## src/rtl/uart_cmd_parser.sv

```systemverilog
// Framed UART command parser (SYNC, CMD, ARG, CHK) driving per-channel PWM brightness registers.
// Optional inter-byte timeout is enabled by defining UART_CMD_TIMEOUT_EN.
//
// state    | meaning
// ---------+-----------------------------------------------
// IDLE     | hunting for SYNC_BYTE, other bytes ignored
// GOT_SYNC | sync seen, next byte is CMD
// GOT_CMD  | CMD latched, next byte is ARG
// GOT_ARG  | ARG latched, next byte is CHK (execute/reject)
module uart_cmd_parser #(
  parameter int          NUM_CH         = 4,
  parameter logic [7:0]  INIT_BRIGHT    = 8'h40,
  parameter logic [7:0]  SYNC_BYTE      = 8'hA5,
  parameter int          TIMEOUT_CYCLES = 12000
) (
  input  logic                clk,
  input  logic                rst_n,
  input  logic [7:0]          rx_data,
  input  logic                rx_valid,
  output logic [NUM_CH*8-1:0] bright,
  output logic [NUM_CH-1:0]   bright_upd,
  output logic                frame_ok,
  output logic                frame_err
);

  typedef enum logic [1:0] {IDLE, GOT_SYNC, GOT_CMD, GOT_ARG} state_t;

  if (NUM_CH < 1 || NUM_CH > 16 || TIMEOUT_CYCLES < 1) begin : g_bad_param
    $error("uart_cmd_parser: parameter out of range");
  end

  state_t              state, state_nxt;
  logic [7:0]          cmd_q, cmd_nxt;
  logic [7:0]          arg_q, arg_nxt;
  logic [NUM_CH*8-1:0] bright_nxt;
  logic [NUM_CH-1:0]   upd_nxt;
  logic                ok_nxt, err_nxt;
  logic                chk_ok, op_ok, ch_ok;
  logic                tmo_hit;

  // Saturating per-channel arithmetic; the 9th bit is the carry/borrow.
  function automatic logic [7:0] apply_op(input logic [3:0] op, input logic [7:0] cur,
                                          input logic [7:0] arg);
    logic [8:0] sum;
    logic [8:0] diff;
    logic [7:0] res;
    sum  = {1'b0, cur} + {1'b0, arg};
    diff = {1'b0, cur} - {1'b0, arg};
    case (op)
      4'h1:    res = sum[8]  ? 8'hFF : sum[7:0];
      4'h2:    res = diff[8] ? 8'h00 : diff[7:0];
      default: res = arg;
    endcase
    return res;
  endfunction

`ifdef UART_CMD_TIMEOUT_EN
  localparam int TW = $clog2(TIMEOUT_CYCLES + 1);
  logic [TW-1:0] tmo_cnt;

  // A byte arriving on the terminal-count cycle wins over the timeout.
  assign tmo_hit = (state != IDLE) && !rx_valid && (tmo_cnt == TW'(TIMEOUT_CYCLES));

  always_ff @(posedge clk) begin
    if (!rst_n) begin
      tmo_cnt <= '0;
    end else if (state == IDLE || rx_valid || tmo_hit) begin
      tmo_cnt <= '0;
    end else begin
      tmo_cnt <= tmo_cnt + TW'(1);
    end
  end
`else
  assign tmo_hit = 1'b0;
`endif

  assign chk_ok = (rx_data == (cmd_q ^ arg_q));
  assign op_ok  = (cmd_q[7:4] <= 4'h2);
  assign ch_ok  = ({28'd0, cmd_q[3:0]} < 32'(NUM_CH));

  always_ff @(posedge clk) begin
    if (!rst_n) begin
      state      <= IDLE;
      cmd_q      <= '0;
      arg_q      <= '0;
      bright     <= {NUM_CH{INIT_BRIGHT}};
      bright_upd <= '0;
      frame_ok   <= 1'b0;
      frame_err  <= 1'b0;
    end else begin
      state      <= state_nxt;
      cmd_q      <= cmd_nxt;
      arg_q      <= arg_nxt;
      bright     <= bright_nxt;
      bright_upd <= upd_nxt;
      frame_ok   <= ok_nxt;
      frame_err  <= err_nxt;
    end
  end

  always_comb begin
    state_nxt  = state;
    cmd_nxt    = cmd_q;
    arg_nxt    = arg_q;
    bright_nxt = bright;
    upd_nxt    = '0;
    ok_nxt     = 1'b0;
    err_nxt    = 1'b0;
    if (tmo_hit) begin
      state_nxt = IDLE;
      err_nxt   = 1'b1;
    end else if (rx_valid) begin
      case (state)
        IDLE: begin
          if (rx_data == SYNC_BYTE) state_nxt = GOT_SYNC;
        end
        GOT_SYNC: begin
          cmd_nxt   = rx_data;
          state_nxt = GOT_CMD;
        end
        GOT_CMD: begin
          arg_nxt   = rx_data;
          state_nxt = GOT_ARG;
        end
        GOT_ARG: begin
          state_nxt = IDLE;
          if (chk_ok && cmd_q == 8'hF0) begin
            bright_nxt = {NUM_CH{arg_q}};
            upd_nxt    = '1;
            ok_nxt     = 1'b1;
          end else if (chk_ok && op_ok && ch_ok) begin
            for (int i = 0; i < NUM_CH; i++) begin
              if (cmd_q[3:0] == 4'(i)) begin
                bright_nxt[8*i +: 8] = apply_op(cmd_q[7:4], bright[8*i +: 8], arg_q);
                upd_nxt[i]           = 1'b1;
              end
            end
            ok_nxt = 1'b1;
          end else begin
            err_nxt = 1'b1;
          end
        end
        default: state_nxt = IDLE;
      endcase
    end
  end

endmodule

```

## config.mk

```make
export PLATFORM = sky130hd
export DESIGN_NAME = uart_cmd_parser
export DESIGN_NICKNAME = d
export VERILOG_FILES = /design/src/rtl/uart_cmd_parser.sv
export SDC_FILE = /design/constraint.sdc
export NUM_CORES = 1
export LEC_CHECK = 0
export ABC_AREA = 1
export ABC_CLOCK_PERIOD_IN_PS = 2800
export CAP_MARGIN = 5
export CORE_MARGIN = 2
export CORE_UTILIZATION = 45
export CTS_CLUSTER_DIAMETER = 40
export DETAILED_ROUTE_END_ITERATION = 16
export PLACE_DENSITY = 0.73
export SETUP_SLACK_MARGIN = 0.15
export SYNTH_ARGS = -nofsm -noshare
export SYNTH_HDL_FRONTEND = slang
export SYNTH_SLANG_ARGS = --single-unit
```

## constraint.sdc

```tcl
create_clock -name clk -period 2.8 [get_ports clk]
set_clock_uncertainty 0.1 [all_clocks]
set_input_delay 0.56 -clock clk [delete_from_list [all_inputs] [get_ports clk]]
set_output_delay 0.56 -clock clk [all_outputs]
set_load 0.02 [all_outputs]
```

==> results of run 1 <==
power groups by stage:
stage	clock network (W)	logic, W	registers [W]
after global routing	0.000786	0.000690	0.000832
after global placement	0	0.000596	0.000847
after floorplan	0	0.000410	0.000851
after detailed placement	0	0.000600	0.000848
final	0.000762	0.000620	0.000830
after CTS	0.000763	0.000603	0.000829
cell usage after synthesis:
| library cell | count | area share |
|---|---|---|
| nor3_4 | 1 | 0.0026 |
| nand3_1 | 109 | 0.087 |
| inv_1 | 154 | 0.092 |
| nor3_1 | 11 | 0.0088 |
| inv_2 | 6 | 0.0036 |
| nand3b_1 | 5 | 0.0060 |
| and2_1 | 2 | 0.0020 |
| nand2_2 | 5 | 0.0050 |
| nand3_4 | 1 | 0.0028 |
| xor2_1 | 10 | 0.014 |
| nor2_2 | 1 | 0.0010 |
| nor2_1 | 92 | 0.055 |
| nand2_1 | 315 | 0.19 |
| dfxtp_1 | 56 | 0.18 |
| nand4_1 | 20 | 0.020 |
| fa_1 | 8 | 0.026 |
| ha_1 | 73 | 0.15 |
| buf_4 | 3 | 0.0036 |
| clkinv_1 | 1 | 0.00060 |
| or2_2 | 3 | 0.0030 |
| o211ai_1 | 3 | 0.0036 |
| o21ai_0 | 52 | 0.041 |
| nor2_4 | 4 | 0.0072 |
| a2bb2oi_1 | 1 | 0.0014 |
| o21ai_1 | 5 | 0.0040 |
| a21o_1 | 3 | 0.0036 |
| a21oi_2 | 1 | 0.0014 |
| clkbuf_2 | 1 | 0.00080 |
| clkbuf_1 | 11 | 0.0066 |
| nand3_2 | 2 | 0.0032 |
| a21oi_1 | 62 | 0.049 |
| o21bai_1 | 6 | 0.0072 |
| buf_2 | 8 | 0.0064 |
| nor2b_1 | 1 | 0.0010 |
| o21a_1 | 5 | 0.0060 |
| a22oi_1 | 2 | 0.0024 |
| xnor2_1 | 2 | 0.0028 |
| a211oi_1 | 1 | 0.0012 |
| a21boi_1 | 5 | 0.0060 |
logic make-up (layout without fill, tap and decap cells):
| group | Yosys count | count (layout) | share of synthesized area |
|---|---|---|---|
| and+or+nand+nor | 572 | 572 | 0.393 |
| buffers and inverters | 184 | 248 | 0.114 |
| AOI/OAI and AO/OA | 146 | 146 | 0.128 |
| adders and majority gates | 81 | 81 | 0.171 |
| DFF | 56 | 56 | 0.179 |
| xor gates and xnor gates | 12 | 12 | 0.0167 |
routing by layer:
metal / global-route usage / vias up / routed length [um]
li1: - / 3481 / -
met5: 0 / - / 0
met4: 0.113 / 0 / 828
met3: 0.0248 / 45 / 1690
met2: 0.448 / 294 / 8890
met1: 0.374 / 3135 / 8920
registers in the layout (all words and copies together) (netlist names):
signal	flops
arg_q	8
bright	32
bright_upd	4
cmd_q	8
frame_err	1
frame_ok	1
state	2
worst min-delay path by stage:
stage / endpoint / slack, ps / from / depth (start not counted)
floorplan: cmd_q[3]$_SDFFE_PN0P_ / 370 / cmd_q[3]$_SDFFE_PN0P_ / 2
global placement: cmd_q[3]$_SDFFE_PN0P_ / 390 / cmd_q[3]$_SDFFE_PN0P_ / 2
detailed placement: cmd_q[7]$_SDFFE_PN0P_ / 390 / cmd_q[7]$_SDFFE_PN0P_ / 2
CTS: cmd_q[7]$_SDFFE_PN0P_ / 400 / cmd_q[7]$_SDFFE_PN0P_ / 2
global route: cmd_q[2]$_SDFFE_PN0P_ / 430 / cmd_q[2]$_SDFFE_PN0P_ / 2
finish: cmd_q[7]$_SDFFE_PN0P_ / 400 / cmd_q[7]$_SDFFE_PN0P_ / 2
stage by stage:
step | power, W | util | cell area [um2] | hold slack, ps | worst slack (ps)
after floorplan | 0.00126 | - | 6280 | 368 | 536
after global placement | 0.00144 | 0.515 | 7100 | 389 | 172
after detailed placement | 0.00145 | 0.515 | 7100 | 388 | 101
after CTS | 0.00219 | 0.528 | 7270 | 401 | 179
after global routing | 0.00231 | 0.532 | 7320 | 429 | 140
final | 0.00221 | 0.532 | 7320 | 402 | 269
cell type report:
cell class	instances	area share
multi-input cells	811	0.609
inverters	161	0.0830
clock inverters	3	0.00632
well taps	180	0.0307
clock buffers	5	0.0171
repair buffers	79	0.101
flip-flops and latches	56	0.153
placed cells by master, fill, tap and decap left out, drive strengths merged, types with 31 or more instances in the layout:
cell type      count
inv              160
ha                73
nand2            320
dfxtp             56
a21oi             63
nor2              97
nand3            112
buf               31
o21ai             57
clkdlybuf4s50     48
what timing repair did:
item,in CTS,in global routing
hold buffers,0,0
endpoints found under the setup margin,0,27
hold endpoints to repair,0,0
gates resized for setup,0,7
buffers inserted,0,3
worst max-delay path: stages (launching register included):
cell and delay (ps):
dfxtp_1 370, clkinvlp_4 200, buf_4 190, ha_1 420, inv_1 130, or2_2 310, nand3_1 110, nand3_1 70
nand3_1 140, nand2_1 70, nor2_1 120, nor2_1 60, nor2_1 90, nor2_1 40
==> flow_metrics.env, run 1 <==
export IMPL_chipHeight_um=122
export IMPL_timing_rr_start="arg_q[2]$_SDFFE_PN0P_"
export IMPL_drive_gt1_frac=0.0610
export IMPL_num_rows=43
export IMPL_syn_cell_area_um2=6280
export IMPL_worstSetupStartpointType="register"
export IMPL_crit_type="register to register"
export IMPL_nets=1206
export IMPL_dieArea_um2=14900
export IMPL_grt_pass1_wl_um=32000
export IMPL_power_density_nw_per_um2=302
export IMPL_io_buffers=48
export IMPL_post_route_period_util=0.904
export IMPL_intPower_w=0.00145
export IMPL_worstPathRequired_ps=2910
export IMPL_tns_ps=0
export IMPL_hold_class="register to register"
export IMPL_cts_max_path_buffers=2
export IMPL_clkPwrFrac=0.345
export IMPL_diodes=0
export IMPL_r2r_cells=13
export IMPL_ys_ff_latch=56
export IMPL_timing_rr_end="bright[29]$_SDFFE_PN0P_"
export IMPL_instances_no_fill=1295
export IMPL_avgViaCountPerCell=5.37
export IMPL_post_drt_wl_per_cell_um=15.7
export IMPL_wl_um=20300
export IMPL_hold_viol_final=0
export IMPL_synth_cells=1051
export IMPL_synth_area_per_cell_um2=5.97
export IMPL_grt_util_all_layers=0.275
export IMPL_cts_root_buf="clkbuf_16"
export IMPL_rsz0062_at_grt="yes"
export IMPL_nFillCells=1444
export IMPL_ys_seq_area_frac=0.179
export IMPL_ff2ff_setup_slack_ps=270
export IMPL_cts_tree="yes"
export IMPL_tightestPinTransition_ps=579
export IMPL_numCtsBuffers=5
export IMPL_cts_num_sinks=56
export IMPL_grt_start_max_net_pins=34
export IMPL_dp_cells=1284
export IMPL_p_sw_w=0.000765
export IMPL_antenna_left=0
export IMPL_slew_viol_final=0
export IMPL_coreArea_um2=13800
export IMPL_drv_cap=0
export IMPL_start_util=0.456
export IMPL_startpoint="arg_q[2]$_SDFFE_PN0P_"
export IMPL_grt_overflow=0
export IMPL_path_max_fanout=7
export IMPL_layout_min_cycle_time_ps=2530
export IMPL_syn_nets=1143
export IMPL_htreeDepth=2
export IMPL_slew_limit_headroom=0.613
export IMPL_pwr_share_comb=0.280
export IMPL_irDropWorstVdd_v=0.000399
export IMPL_crit_arrival_ps=2640
export IMPL_synth_cell_types=39
export IMPL_dpl_hpwl_um=15600
export IMPL_clkTransAtPathRegs_ps=80
export IMPL_multi_input_comb_area_um2=4460
export IMPL_io_pins=49
export IMPL_antenna_found_initial=0
export IMPL_p_leak_nw=4.02
export IMPL_timing_fmax_mhz=395
export IMPL_outcome="finished clean"
export IMPL_drt_iter0_drc=613
export IMPL_first_pass_iters=5
export IMPL_place_gp_congestion=0.966
export IMPL_vias=6955
export IMPL_clk_latency_ps=310
export IMPL_grt_pass1_vias=6256
export IMPL_seqCellArea_um2=1120
export IMPL_setup_violations=0
export IMPL_crit_end="bright[29]$_SDFFE_PN0P_"
export IMPL_cp_end_kind="register"
export IMPL_ys_warn_count=0
export IMPL_switching_share=0.346
export IMPL_seqPwrFrac=0.375
export IMPL_area_growth_pct=16.7
export IMPL_die_w_um=122
export IMPL_route_detailed_drc=0
No activity file was read; power rests on OpenSTA's default activity.
==> run 2: changes to the inputs <==
--- a/config.mk
+++ b/config.mk
@@ -8,11 +8,14 @@
 export ABC_AREA = 1
 export ABC_CLOCK_PERIOD_IN_PS = 2800
 export CAP_MARGIN = 5
-export CORE_MARGIN = 2
-export CORE_UTILIZATION = 45
+export CELL_PAD_IN_SITES_DETAIL_PLACEMENT = 1
+export CELL_PAD_IN_SITES_GLOBAL_PLACEMENT = 1
+export CORE_MARGIN = 5
+export CORE_UTILIZATION = 43
+export CTS_BUF_LIST = sky130_fd_sc_hd__clkbuf_8
 export CTS_CLUSTER_DIAMETER = 40
 export DETAILED_ROUTE_END_ITERATION = 16
-export PLACE_DENSITY = 0.73
+export PLACE_DENSITY = 0.93
 export SETUP_SLACK_MARGIN = 0.15
 export SYNTH_ARGS = -nofsm -noshare
 export SYNTH_HDL_FRONTEND = slang
==> flow_metrics.env, run 2 (synthesized netlist as in run 1, its figures left out) <==
export IMPL_reg_largest_list="bright x32, arg_q x8, cmd_q x8"
export IMPL_crit_arrival_ps=2710
export IMPL_worstHoldStart="cmd_q[2]$_SDFFE_PN0P_"
export IMPL_post_route_period_util=0.911
export IMPL_p_leak_nw=4.03
export IMPL_p_sw_w=0.000782
export IMPL_grt_start_max_net_pins=45
export IMPL_pwr_share_comb=0.326
export IMPL_worstSetupStartpointType="register"
export IMPL_grt_overflow=0
export IMPL_tightestPinTransition_ps=534
export IMPL_post_route_util=0.511
export IMPL_layout_min_cycle_time_ps=2550
export IMPL_post_drt_wl_per_cell_um=19.6
export IMPL_tns_ps=0
export IMPL_final_common_cell="nand2_1"
export IMPL_coreArea_um2=14400
export IMPL_seqPwrFrac=0.401
export IMPL_numCtsBuffers=5
export IMPL_clkPwrFrac=0.273
export IMPL_grt_util_all_layers=0.290
export IMPL_r2r_cells=12
export IMPL_cts_max_path_buffers=2
export IMPL_grt_pass1_vias=7568
export IMPL_nFillCells=2041
export IMPL_nets=1210
export IMPL_holdPathStages=2
export IMPL_cts_num_sinks=56
export IMPL_io_buffers=48
export IMPL_drt_iter0_drc=674
export IMPL_seqCellArea_um2=1130
export IMPL_multi_input_comb_area_um2=4520
export IMPL_setup_violations=0
export IMPL_postCtsHoldBufs=0
export IMPL_worstPathRequired_ps=2960
export IMPL_path_max_fanout=8
export IMPL_crit_type="register to register"
export IMPL_dieArea_um2=17100
export IMPL_first_pass_iters=5
export IMPL_place_gp_congestion=0.949
export IMPL_io_pins=49
export IMPL_hold_class="register to register"
export IMPL_avgViaCountPerCell=5.75
export IMPL_slew_viol_final=0
export IMPL_clkTransAtPathRegs_ps=110
export IMPL_holdPathEnd="cmd_q[2]$_SDFFE_PN0P_"
export IMPL_intPower_w=0.00129
export IMPL_hold_viol_final=0
export IMPL_cts_tree="yes"
export IMPL_die_w_um=131
export IMPL_grt_pass1_wl_um=39000
export IMPL_timing_rr_start="arg_q[7]$_SDFFE_PN0P_"
export IMPL_timing_fmax_mhz=392
export IMPL_switching_share=0.377
export IMPL_top_register="bright"
export IMPL_timing_rr_end="bright[7]$_SDFFE_PN0P_"
export IMPL_vias=7490
export IMPL_start_util=0.435
export IMPL_antenna_found_initial=0
export IMPL_route_detailed_drc=0
export IMPL_slew_limit_headroom=0.643
export IMPL_drv_cap=0
export IMPL_dpl_hpwl_um=19000
export IMPL_clk_latency_ps=330
export IMPL_htreeDepth=2
export IMPL_final_cell_mix="nand2_1 (313), inv_1 (153), nand3_1 (109)"
export IMPL_chipHeight_um=131
export IMPL_antenna_left=0
export IMPL_drive_gt1_frac=0.0769
export IMPL_outcome="finished clean"
export IMPL_irDropWorstVdd_v=0.000197
export IMPL_ff2ff_setup_slack_ps=250
export IMPL_num_rows=44
export IMPL_largest_register_ff_count=32
export IMPL_rsz0062_at_grt="no"
export IMPL_diodes=0
export IMPL_power_density_nw_per_um2=281
export IMPL_cts_root_buf="clkbuf_8"
export IMPL_cp_end_kind="register"
export IMPL_area_growth_pct=17.4
export IMPL_wl_um=25500
run 2: changes by cell type in the layout (fill, tap and decap cells not counted), sizes merged:
cell    previous run  this run
buf               31        35
clkinv             1         2
inv              160       159
run 2: power by group through the flow:
stage               registers (W)  logic [W]  clock network, W
global route             0.000833   0.000738          0.000597
finish                   0.000831   0.000676          0.000564
floorplan                0.000851   0.000410                 0
global placement         0.000846   0.000596                 0
detailed placement       0.000848   0.000623                 0
CTS                      0.000830   0.000631          0.000564
run 2: repair_timing:
action	CTS	global route
cloned	0	0
setup buffers	0	10
resized for setup	2	26
pin swaps	0	2
setup endpoints to repair	15	29
run 2: worst max-delay path by stage:
stage,to,startpoint,depth (start not counted)
5_1_grt,bright[3]$_SDFFE_PN0P_,arg_q[2]$_SDFFE_PN0P_,14
3_3_place_gp,bright[29]$_SDFFE_PN0P_,rx_data[2],12
2_1_floorplan,bright[26]$_SDFFE_PN0P_,arg_q[1]$_SDFFE_PN0P_,10
4_1_cts,bright[26]$_SDFFE_PN0P_,arg_q[3]$_SDFFE_PN0P_,11
6_report,bright[7]$_SDFFE_PN0P_,arg_q[7]$_SDFFE_PN0P_,12
3_5_place_dp,bright[9]$_SDFFE_PN0P_,rx_data[7],12
run 2: layout make-up:
type	count	area share
Tap cell	184	0.0312
Timing Repair Buffer	83	0.105
Clock buffer	5	0.00933
Clock inverter	3	0.00526
Sequential cell	56	0.153
Multi-Input combinational cell	811	0.613
Inverter	161	0.0830
run 2: metrics by stage:
stage	area (um2)	total power [W]	hold WS, ps	setup slack [ps]	instances
finish	7370	0.00207	413	249	1303
global route	7370	0.00217	456	89.3	1303
detailed placement	7070	0.00147	399	11.7	1285
global placement	7070	0.00144	381	115	1285
floorplan	6280	0.00126	368	536	1051
CTS	7180	0.00202	416	169	1293
run 2: critical path, stage by stage (launching register included):
cell     delay, ps
dfxtp_1        340
inv_1          230
ha_1           510
nand2_1        120
nor3_1         190
nand2_1         90
nand3_1        180
nand2_2        140
nor2_1         170
nor2_1          70
nand2_1        110
nand2_1         60
a21oi_1        170
run 2: layer usage:
layer  track usage  vias to the layer above  wire [um]
met3        0.0504                       96       1740
met4         0.137                        0       1390
met5             0                        -          0
met2         0.489                      294      11900
met1         0.359                     3611      10500
li1              -                     3489          -
